==> src/rtl/vx_lru_way_sched_pkg.sv <==
// Shared encodings for the per-set LRU way scheduler: request opcodes and FSM states.
package vx_lru_pkg;

    localparam logic [1:0] LRU_OP_TOUCH = 2'd0;
    localparam logic [1:0] LRU_OP_FILL  = 2'd1;
    localparam logic [1:0] LRU_OP_INVAL = 2'd2;

    typedef enum logic [1:0] {
        ST_INIT  = 2'd0,
        ST_READY = 2'd1,
        ST_DRAIN = 2'd2
    } lru_state_e;

endpackage

==> src/rtl/vx_lru_way_sched_if.sv <==
// Request/response handshake between the tag-compare stage (master) and the LRU scheduler (slave).
interface vx_lru_way_sched_if #(
    parameter int SET_W = 4,
    parameter int WAY_W = 2
);
    logic             req_valid;
    logic             req_ready;
    logic [1:0]       req_op;
    logic [SET_W-1:0] req_set;
    logic [WAY_W-1:0] req_way;
    logic             rsp_valid;
    logic             rsp_ready;
    logic [SET_W-1:0] rsp_set;
    logic [WAY_W-1:0] rsp_way;

    modport master (
        output req_valid, req_op, req_set, req_way, rsp_ready,
        input  req_ready, rsp_valid, rsp_set, rsp_way
    );

    modport slave (
        input  req_valid, req_op, req_set, req_way, rsp_ready,
        output req_ready, rsp_valid, rsp_set, rsp_way
    );
endinterface

==> src/rtl/vx_lru_order_update.sv <==
// Combinational recency-order update for one set: TOUCH moves a way to MRU, FILL rotates the LRU
// way to MRU (reporting it as victim), INVAL moves a way to LRU. Position 0 is LRU.
module vx_lru_order_update
    import vx_lru_pkg::*;
#(
    parameter int NUM_WAYS = 4,
    parameter int WAY_W    = $clog2(NUM_WAYS)
) (
    input  logic [NUM_WAYS-1:0][WAY_W-1:0] order_in,
    input  logic [1:0]                     op,
    input  logic [WAY_W-1:0]               way,
    output logic [NUM_WAYS-1:0][WAY_W-1:0] order_out,
    output logic [WAY_W-1:0]               victim
);

    logic [WAY_W-1:0] k;

    always_comb begin
        k = '0;
        for (int p = 0; p < NUM_WAYS; p++) begin
            if (order_in[p] == way) begin
                k = WAY_W'(p);
            end
        end
    end

    assign victim = order_in[0];

    for (genvar gi = 0; gi < NUM_WAYS; gi++) begin : g_pos
        localparam logic [WAY_W-1:0] POS = WAY_W'(gi);
        logic [WAY_W-1:0] touch_up;
        logic [WAY_W-1:0] fill_up;
        logic [WAY_W-1:0] dn_val;
        logic [WAY_W-1:0] touch_val;
        logic [WAY_W-1:0] inval_val;

        // Neighbour selection is resolved at elaboration so no index ever leaves the array.
        if (gi == NUM_WAYS - 1) begin : g_top
            assign touch_up = way;
            assign fill_up  = order_in[0];
        end else begin : g_mid
            assign touch_up = order_in[gi+1];
            assign fill_up  = order_in[gi+1];
        end

        if (gi == 0) begin : g_bot
            assign dn_val = way;
        end else begin : g_up
            assign dn_val = order_in[gi-1];
        end

        assign touch_val = (POS < k)  ? order_in[gi] : touch_up;
        assign inval_val = (POS <= k) ? dn_val       : order_in[gi];

        assign order_out[gi] = (op == LRU_OP_TOUCH) ? touch_val :
                               (op == LRU_OP_FILL)  ? fill_up   :
                               (op == LRU_OP_INVAL) ? inval_val :
                                                      order_in[gi];
    end

endmodule

==> src/rtl/vx_lru_way_sched.sv <==
// Per-set LRU replacement scheduler: INIT sweep, one-stage request pipeline with write-back on
// response handshake, and a same-set bypass so back-to-back requests see serial results.
module vx_lru_way_sched
    import vx_lru_pkg::*;
#(
    parameter int NUM_SETS = 16,
    parameter int NUM_WAYS = 4
) (
    input  logic                 clk,
    input  logic                 reset,
    input  logic                 flush,
    output logic                 init_done,
    vx_lru_way_sched_if.slave    bus
);

    localparam int SET_W = $clog2(NUM_SETS);
    localparam int WAY_W = $clog2(NUM_WAYS);

    typedef logic [NUM_WAYS-1:0][WAY_W-1:0] order_t;

    function automatic order_t ident_order();
        order_t o;
        for (int p = 0; p < NUM_WAYS; p++) begin
            o[p] = WAY_W'(p);
        end
        return o;
    endfunction

    function automatic logic is_perm(order_t o);
        logic [NUM_WAYS-1:0] seen;
        seen = '0;
        for (int p = 0; p < NUM_WAYS; p++) begin
            seen[o[p]] = 1'b1;
        end
        return &seen;
    endfunction

    localparam order_t IDENT = ident_order();

    lru_state_e       state_reg, state_next;
    logic [SET_W-1:0] init_ptr_reg, init_ptr_next;
    order_t           order_reg [NUM_SETS];

    logic             s1_valid_reg;
    logic [1:0]       s1_op_reg;
    logic [SET_W-1:0] s1_set_reg;
    logic [WAY_W-1:0] s1_way_reg;
    order_t           s1_order_reg;

    order_t           s1_new_order;
    order_t           s0_order;
    logic [WAY_W-1:0] s1_victim;
    logic             accept;
    logic             rsp_fire;
    logic             init_wr;

    vx_lru_order_update #(
        .NUM_WAYS (NUM_WAYS),
        .WAY_W    (WAY_W)
    ) u_update (
        .order_in  (s1_order_reg),
        .op        (s1_op_reg),
        .way       (s1_way_reg),
        .order_out (s1_new_order),
        .victim    (s1_victim)
    );

    assign bus.req_ready = (state_reg == ST_READY) && !flush && (!s1_valid_reg || bus.rsp_ready);
    assign accept        = bus.req_valid && bus.req_ready;
    assign rsp_fire      = s1_valid_reg && bus.rsp_ready;

    // The set being written back this edge must be read from the update result, not the array.
    assign s0_order = (rsp_fire && (s1_set_reg == bus.req_set)) ? s1_new_order
                                                                 : order_reg[bus.req_set];

    assign bus.rsp_valid = s1_valid_reg;
    assign bus.rsp_set   = s1_set_reg;
    assign bus.rsp_way   = (s1_op_reg == LRU_OP_FILL) ? s1_victim : s1_way_reg;
    assign init_done     = (state_reg == ST_READY);

    always_comb begin
        state_next    = state_reg;
        init_ptr_next = init_ptr_reg;
        init_wr       = 1'b0;
        case (state_reg)
            ST_INIT: begin
                init_wr       = 1'b1;
                init_ptr_next = init_ptr_reg + 1'b1;
                if (init_ptr_reg == SET_W'(NUM_SETS - 1)) begin
                    state_next = ST_READY;
                end
            end
            ST_READY: begin
                if (flush) begin
                    init_ptr_next = '0;
                    state_next    = (!s1_valid_reg || rsp_fire) ? ST_INIT : ST_DRAIN;
                end
            end
            ST_DRAIN: begin
                if (rsp_fire) begin
                    init_ptr_next = '0;
                    state_next    = ST_INIT;
                end
            end
            default: begin
                init_ptr_next = '0;
                state_next    = ST_INIT;
            end
        endcase
    end

    always_ff @(posedge clk or posedge reset) begin
        if (reset) begin
            state_reg    <= ST_INIT;
            init_ptr_reg <= '0;
        end else begin
            state_reg    <= state_next;
            init_ptr_reg <= init_ptr_next;
        end
    end

    always_ff @(posedge clk or posedge reset) begin
        if (reset) begin
            s1_valid_reg <= 1'b0;
            s1_op_reg    <= LRU_OP_TOUCH;
            s1_set_reg   <= '0;
            s1_way_reg   <= '0;
            s1_order_reg <= '0;
        end else if (accept) begin
            s1_valid_reg <= 1'b1;
            s1_op_reg    <= bus.req_op;
            s1_set_reg   <= bus.req_set;
            s1_way_reg   <= bus.req_way;
            s1_order_reg <= s0_order;
        end else if (rsp_fire) begin
            s1_valid_reg <= 1'b0;
        end
    end

    for (genvar gi = 0; gi < NUM_SETS; gi++) begin : g_set
        always_ff @(posedge clk or posedge reset) begin
            if (reset) begin
                order_reg[gi] <= IDENT;
            end else if (init_wr && (init_ptr_reg == SET_W'(gi))) begin
                order_reg[gi] <= IDENT;
            end else if (rsp_fire && (s1_set_reg == SET_W'(gi))) begin
                order_reg[gi] <= s1_new_order;
            end
        end

        a_perm: assert property (@(posedge clk) disable iff (reset) is_perm(order_reg[gi]));
    end

    a_no_rsvd_op: assert property (@(posedge clk) disable iff (reset)
                                   !(accept && (bus.req_op == 2'd3)));

endmodule

==> src/flat_wrapper.sv <==
// flat-port wrapper written by rule: the top's interface ports become plain ports
module vx_lru_way_sched_flat import vx_lru_pkg::*;
#(
    parameter int NUM_SETS = 16,
    parameter int NUM_WAYS = 4
)
  (clk, reset, flush, init_done, bus_req_valid, bus_req_op, bus_req_set, bus_req_way, bus_rsp_ready, bus_req_ready, bus_rsp_valid, bus_rsp_set, bus_rsp_way);
  vx_lru_way_sched_if #(.SET_W((4)), .WAY_W((2))) bus_i ();
  input  logic clk;
  input  logic reset;
  input  logic flush;
  output logic init_done;
  input wire logic [$bits(bus_i.req_valid)-1:0] bus_req_valid;
  input wire logic [$bits(bus_i.req_op)-1:0] bus_req_op;
  input wire logic [$bits(bus_i.req_set)-1:0] bus_req_set;
  input wire logic [$bits(bus_i.req_way)-1:0] bus_req_way;
  input wire logic [$bits(bus_i.rsp_ready)-1:0] bus_rsp_ready;
  output wire logic [$bits(bus_i.req_ready)-1:0] bus_req_ready;
  output wire logic [$bits(bus_i.rsp_valid)-1:0] bus_rsp_valid;
  output wire logic [$bits(bus_i.rsp_set)-1:0] bus_rsp_set;
  output wire logic [$bits(bus_i.rsp_way)-1:0] bus_rsp_way;
  assign bus_i.req_valid = bus_req_valid;
  assign bus_i.req_op = bus_req_op;
  assign bus_i.req_set = bus_req_set;
  assign bus_i.req_way = bus_req_way;
  assign bus_i.rsp_ready = bus_rsp_ready;
  assign bus_req_ready = bus_i.req_ready;
  assign bus_rsp_valid = bus_i.rsp_valid;
  assign bus_rsp_set = bus_i.rsp_set;
  assign bus_rsp_way = bus_i.rsp_way;
  vx_lru_way_sched #(.NUM_SETS(NUM_SETS), .NUM_WAYS(NUM_WAYS)) u_core (.clk(clk), .reset(reset), .flush(flush), .init_done(init_done), .bus(bus_i));
endmodule
==> config.mk <==
export PLATFORM = sky130hd
export DESIGN_NAME = vx_lru_way_sched_flat
export DESIGN_NICKNAME = d
export VERILOG_FILES = /design/src/rtl/vx_lru_way_sched_pkg.sv /design/src/rtl/vx_lru_way_sched_if.sv /design/src/rtl/vx_lru_order_update.sv /design/src/rtl/vx_lru_way_sched.sv /design/src/flat_wrapper.sv
export SDC_FILE = /design/constraint.sdc
export NUM_CORES = 1
export LEC_CHECK = 0
export BUFFER_PORTS_ARGS = -buffer_cell sky130_fd_sc_hd__clkbuf_2
export CELL_PAD_IN_SITES_DETAIL_PLACEMENT = 0
export CELL_PAD_IN_SITES_GLOBAL_PLACEMENT = 1
export CORE_UTILIZATION = 55
export CTS_BUF_LIST = sky130_fd_sc_hd__clkbuf_8 sky130_fd_sc_hd__clkbuf_16
export DETAILED_ROUTE_END_ITERATION = 10
export GPL_TIMING_DRIVEN = 1
export PLACE_DENSITY_LB_ADDON = 0.2
export SLEW_MARGIN = 10
export SYNTH_ARGS = -nofsm -noshare
export SYNTH_HDL_FRONTEND = slang
export SYNTH_SLANG_ARGS = --single-unit
export TNS_END_PERCENT = 5
==> constraint.sdc <==
create_clock -name clk -period 13.2 [get_ports clk]
set_input_delay 3.3 -clock clk [delete_from_list [all_inputs] [get_ports clk]]
set_output_delay 3.3 -clock clk [all_outputs]
set_load 0.01 [all_outputs]
==> results of run 1 <==
==> metal layers <==
metal	vias up	share of wire, %	track usage, %
met5	-	0	0
met1	2954	43	41.0
met2	201	49	49.9
met3	37	5.2	5.15
li1	2594	-	-
met4	0	2.5	11.0
==> kinds of logic (layout without fill, tap and decap cells) <==
logic type / after synthesis / after routing / share of synthesized area [%]
and+or+nand+nor: 202 / 202 / 11.9
AOI/OAI and AO/OA: 195 / 195 / 21.3
DFF: 151 / 151 / 48.8
muxes: 55 / 55 / 12.7
buffers and inverters: 52 / 70 / 3.16
xor gates and xnor gates: 11 / 11 / 1.55
adders and majority gates: 4 / 4 / 0.633
==> synth_stat cells, types with 13 or more instances <==
library cell / n / share of area (%)
dfrtp_1: 87 / 28
nor2_1: 68 / 3.2
dfstp_2: 64 / 21
o22a_1: 64 / 7.1
nand2_1: 53 / 2.5
a22o_1: 50 / 5.5
mux4_2: 35 / 10
nand3_1: 25 / 1.6
clkbuf_1: 20 / 0.95
o21ai_0: 18 / 1.1
buf_2: 14 / 0.89
nor2b_1: 13 / 1.0
nor3_1: 13 / 0.82
==> metrics by stage <==
stage	cell area, µm²	setup WS, ns
after floorplan	7910	5.94
after global placement	8080	5.90
after detailed placement	8080	5.84
after CTS	8660	5.82
after global routing	8660	5.79
final	8660	5.83
==> cells in the final DEF (no fill, tap or decap), types with 9 or more instances in the layout <==
master,n
a22o_1,50
o21ai_0,18
dfstp_2,64
nand3_1,25
clkbuf_2,21
o22a_1,64
mux2_2,11
mux4_2,35
inv_1,10
o2bb2ai_1,11
nor3_1,13
clkbuf_16,17
dfrtp_1,87
mux2i_1,9
nor2_1,68
nor2b_1,13
a211oi_1,11
nand2_1,53
==> power by group <==
group	internal [mW]	total, mW	leakage (nW)	switching [mW]
Clock	0.268	0.480	0.288	0.212
Sequential	0.528	0.645	1.86	0.117
Combinational	0.218	0.640	1.28	0.422
==> cell type report <==
class	instances	area (µm²)	share of cell area, %
Sequential cell	151	3860	44.6
Timing Repair Buffer	27	150	1.73
Inverter	11	46.3	0.535
Clock buffer	17	425	4.91
Clock inverter	15	155	1.79
Multi-Input combinational cell	467	3800	43.9
Tap cell	180	225	2.60
==> worst max path at each step <==
stage          startpoint  slack [ns]                           endpoint
6_report            flush        5.83                      bus_req_ready
5_1_grt             flush        5.79                      bus_req_ready
3_5_place_dp        flush        5.84                      bus_req_ready
4_1_cts             flush        5.82                      bus_req_ready
3_3_place_gp        flush        5.90                      bus_req_ready
2_1_floorplan       reset        5.94  u_core.bus.rsp_set[0]$_DFFE_PP0P_
==> impl_metrics.ini, run 1 <==
[drt]
vias = 5786
initialDrtViolationCount = 560
firstDrtPassIters = 5
wl_um = 20400
wl_per_cell_um = 23.5
viasPerCell = 6.67
postRouteAntennaNets = 0
drc = 0

[clock_tree]
clk_root_buffer_cell = clkbuf_16
postCtsSetupRepairBufs = 0
ctsLongestPathBuffers = 2
cts.repair.resized = 0
htreeDepth = 4
clock_latency_ns = 0.43
cts_hold_buf = 0
clk_pin_slew_worst_paths_ns = 0.06
cts.sinks = 151
cts_tree = done
cts_buffers = 17

[setup_path]
worstRegToRegCells = 5
cp_data_required_time_ns = 9.90
worst_path_max_delay_cell = nor3b_1
r2r-start = u_core.s1_way_reg[0]$_DFFE_PP0P_
path_delay_family = simple AND/OR/NAND/NOR gates
cp_num_cells = 4
start_kind = input port
end_kind = output port
crit_type = input port to output port
cp.arrival_ns = 4.07
slowest_delay_ns = 0.35
worst_r2r_endpoint = u_core.s1_order_reg[1]$_DFFE_PP0P_
critPathBufInv = 2
cpMostUsedCell = clkbuf_2
reg2reg_slack_ns = 10.14
cp_max_fo = 4
path_cells = clkbuf_2, nor3b_1, and2_1, clkbuf_2

[place]
routabilityCongestion = 0.962
placedCellCount = 836
hpwl_um = 14500
portBuffers = 21

[min_path]
min_path_cells = 1
hold_path_end = u_core.order_reg[73]$_DFFE_PP0P_
hp-class = flop to flop
worstHoldStart = u_core.order_reg[73]$_DFFE_PP0P_

[flow_run]
cap_viol_max_count = 0

[sta]
rsz0062_at_grt = false
setup_viol = 0
finalCritPeriodShare_pct = 55.8
holdWs_ns = 0.486
slew_headroom_pct = 20.3
final-hold-violation-count = 0
min_period_ns = 7.37
setup_tns_ns = 0
drv_slew = 0
skew_ns = 0.00656
max_freq_mhz = 136
worstMarginPinSlew_ns = 1.19

[grt]
grt_use_total_pct = 30.5
grt_first_pass_wirelength_um = 33300
grt_max_degree = 79
grt_pass1_vias = 5924
gr-total-overflow = 0
antenna_found_initial = 0

[yosys]
synth_cell_type_count = 58
ys_seq_area_share_pct = 48.8
syn_avg_cell_area_um2 = 11.8
ys_seq_elements = 151
syn_nets = 687
async_reset_ff_share_pct = 100
synth_edf_count = 0
syn_area_um2 = 7910
yosys_warnings = 0
syn_inst = 670
synth_ff_type = dfrtp_1

[layout]
drive_gt1_share_pct = 27.6
nFillCells = 1131
area_growth_pct = 9.51
nets = 692
stdcell_count = 868
largest_reg_flops = 128
final_util_pct = 62.2
n_antenna_cell = 0

[power_and_ir_drop]
p_leak_nw = 3.43
p_total_mw = 1.77
p_per_area_nw_per_um2 = 204
peakVddDrop_v = 0.000104

[outcome]
status = completed

[floorplan]
die_w_um = 122
ios = 22
initial_core_util_pct = 56.8
num_rows = 43
core_um2 = 13900
dieArea_um2 = 14900
fp.dieH_um = 122
(Power assumes the default switching activity.)
==> run 2: changes to the inputs <==
--- a/config.mk
+++ b/config.mk
@@ -8,7 +8,7 @@
 export BUFFER_PORTS_ARGS = -buffer_cell sky130_fd_sc_hd__clkbuf_2
 export CELL_PAD_IN_SITES_DETAIL_PLACEMENT = 0
 export CELL_PAD_IN_SITES_GLOBAL_PLACEMENT = 1
-export CORE_UTILIZATION = 55
+export CORE_UTILIZATION = 46
 export CTS_BUF_LIST = sky130_fd_sc_hd__clkbuf_8 sky130_fd_sc_hd__clkbuf_16
 export DETAILED_ROUTE_END_ITERATION = 10
 export GPL_TIMING_DRIVEN = 1
==> constraint.sdc (replaced) <==
create_clock -name clk -period 6.5 [get_ports clk]
set_input_delay 1.625 -clock clk [delete_from_list [all_inputs] [get_ports clk]]
set_output_delay 1.625 -clock clk [all_outputs]
set_load 0.01 [all_outputs]
==> run 2 against run 1 <==
  * Via count fell by 1.0%
  * Largest cell class unchanged
  * Sequential share of layout area fell by 0.28 points
  * Critical path depth did not move
  * Largest power group is now combinational logic
  * Clock skew rose by 0.0033 ns
  * Clock-buffer cell count rose by 1
==> impl_metrics.ini, run 2 (synthesis results as in run 1) <==
[outcome]
status = completed

[layout]
final_cell_mix = 87 x dfrtp_1, 68 x nor2_1, 64 x o22a_1, 64 x dfstp_2, 53 x nand2_1
area_growth_pct = 10.2
n_antenna_cell = 0
nets = 692
largest_reg_flops = 128
drive_gt1_share_pct = 27.6
layout_commonest_cell = dfrtp_1

[grt]
grt_first_pass_wirelength_um = 34300
gr-total-overflow = 0
grt_use_total_pct = 26.1
grt_pass1_vias = 5890
grt_max_degree = 99
antenna_found_initial = 0

[clock_tree]
cts_buffers = 17
postCtsSetupRepairBufs = 0
cts_hold_buf = 0
cts.sinks = 151
clk_root_buffer_cell = clkbuf_16
ctsLongestPathBuffers = 2
clock_latency_ns = 0.43
cts.repair.resized = 0
cts_tree = done
htreeDepth = 4
clk_pin_slew_worst_paths_ns = 0.06

[sta]
worstMarginPinSlew_ns = 1.13
final-hold-violation-count = 0
rsz0062_at_grt = false
skew_ns = 0.00981
max_freq_mhz = 248
min_period_ns = 4.03
finalCritPeriodShare_pct = 61.9
slew_headroom_pct = 24.7
drv_slew = 0
holdWs_ns = 0.488
setup_viol = 0
setup_tns_ns = 0

[setup_path]
cp_max_fo = 4
cpMostUsedCell = clkbuf_2
worst_path_max_delay_cell = nor3b_1
path_delay_family = simple AND/OR/NAND/NOR gates
path_cells = clkbuf_2, nor3b_1, and2_1, clkbuf_2
cp_num_cells = 4
crit_path_start = flush
r2r-start = u_core.s1_way_reg[0]$_DFFE_PP0P_
worstRegToRegCells = 5
slowest_delay_ns = 0.36
cp-endpoint = bus_req_ready
worst_r2r_endpoint = u_core.order_reg[108]$_DFFE_PP0P_
crit_type = input port to output port
start_kind = input port
critPathBufInv = 2
end_kind = output port
cp.arrival_ns = 2.40
reg2reg_slack_ns = 3.68
cp_data_required_time_ns = 4.88

[min_path]
hp-class = flop to flop
worstHoldStart = u_core.order_reg[57]$_DFFE_PP0P_

[power_and_ir_drop]
p_leak_nw = 3.43
p_per_area_nw_per_um2 = 417
peakVddDrop_v = 0.000286

[floorplan]
die_w_um = 133
dieArea_um2 = 17700
initial_core_util_pct = 47.4
ios = 22
fp.dieH_um = 133
num_rows = 47
core_um2 = 16700

[drt]
vias = 5726
wl_um = 21600
drc = 0
initialDrtViolationCount = 538
wl_per_cell_um = 23.8
viasPerCell = 6.31
postRouteAntennaNets = 0
firstDrtPassIters = 5

[place]
hpwl_um = 15500
portBuffers = 21
routabilityCongestion = 0.933

[flow_run]
cap_viol_max_count = 0
run 2: metrics by stage:
| step | total power [mW] | utilization (%) | setup WS, ns | area (µm²) | cells |
|---|---|---|---|---|---|
| floorplan | 2.27 | - | 0.916 | 7910 | 670 |
| global placement | 2.63 | 48.7 | 2.51 | 8130 | 876 |
| detailed placement | 2.65 | 48.7 | 2.48 | 8130 | 876 |
| CTS | 3.63 | 52.2 | 2.47 | 8720 | 908 |
| global route | 3.84 | 52.2 | 2.41 | 8720 | 908 |
| finish | 3.64 | 52.2 | 2.47 | 8720 | 908 |
run 2: routing by layer:
layer	track usage [%]	vias up	part of all wire, %
met4	8.14	0	1.9
li1	-	2585	-
met2	43.1	169	50
met1	34.8	2948	44
met3	5.06	24	4.3
met5	0	-	0
run 2: layout make-up:
cell class | count | area, µm²
multi-input combinational | 467 | 3800
fill | 1494 | 7990
clock inverter | 14 | 135
clock buffer | 18 | 450
tap | 220 | 275
timing repair buffer | 27 | 150
sequential | 151 | 3860
inverter | 11 | 46.3
run 2: power by group:
group          leakage [nW]  switching (mW)  internal (mW)
Sequential             1.86           0.242           1.07
Clock                 0.284           0.422          0.558
Combinational          1.28           0.896          0.447
Total                  3.43            1.56           2.08
run 2: how the worst min path moves through the flow:
stage	end	slack [ns]	cells past startpoint
2_1_floorplan	u_core.order_reg[41]$_DFFE_PP0P_	0.45	1
3_3_place_gp	u_core.order_reg[57]$_DFFE_PP0P_	0.47	1
3_5_place_dp	u_core.order_reg[17]$_DFFE_PP0P_	0.47	1
4_1_cts	u_core.order_reg[17]$_DFFE_PP0P_	0.49	1
5_1_grt	u_core.order_reg[73]$_DFFE_PP0P_	0.51	1
6_report	u_core.order_reg[57]$_DFFE_PP0P_	0.49	1
run 2: worst reg2reg max path: cells and delay by family, from the launching register on:
kind	cells	cell delay [ns]
flops	1	0.76
compound gates	4	1.79
xor+xnor	1	0.20
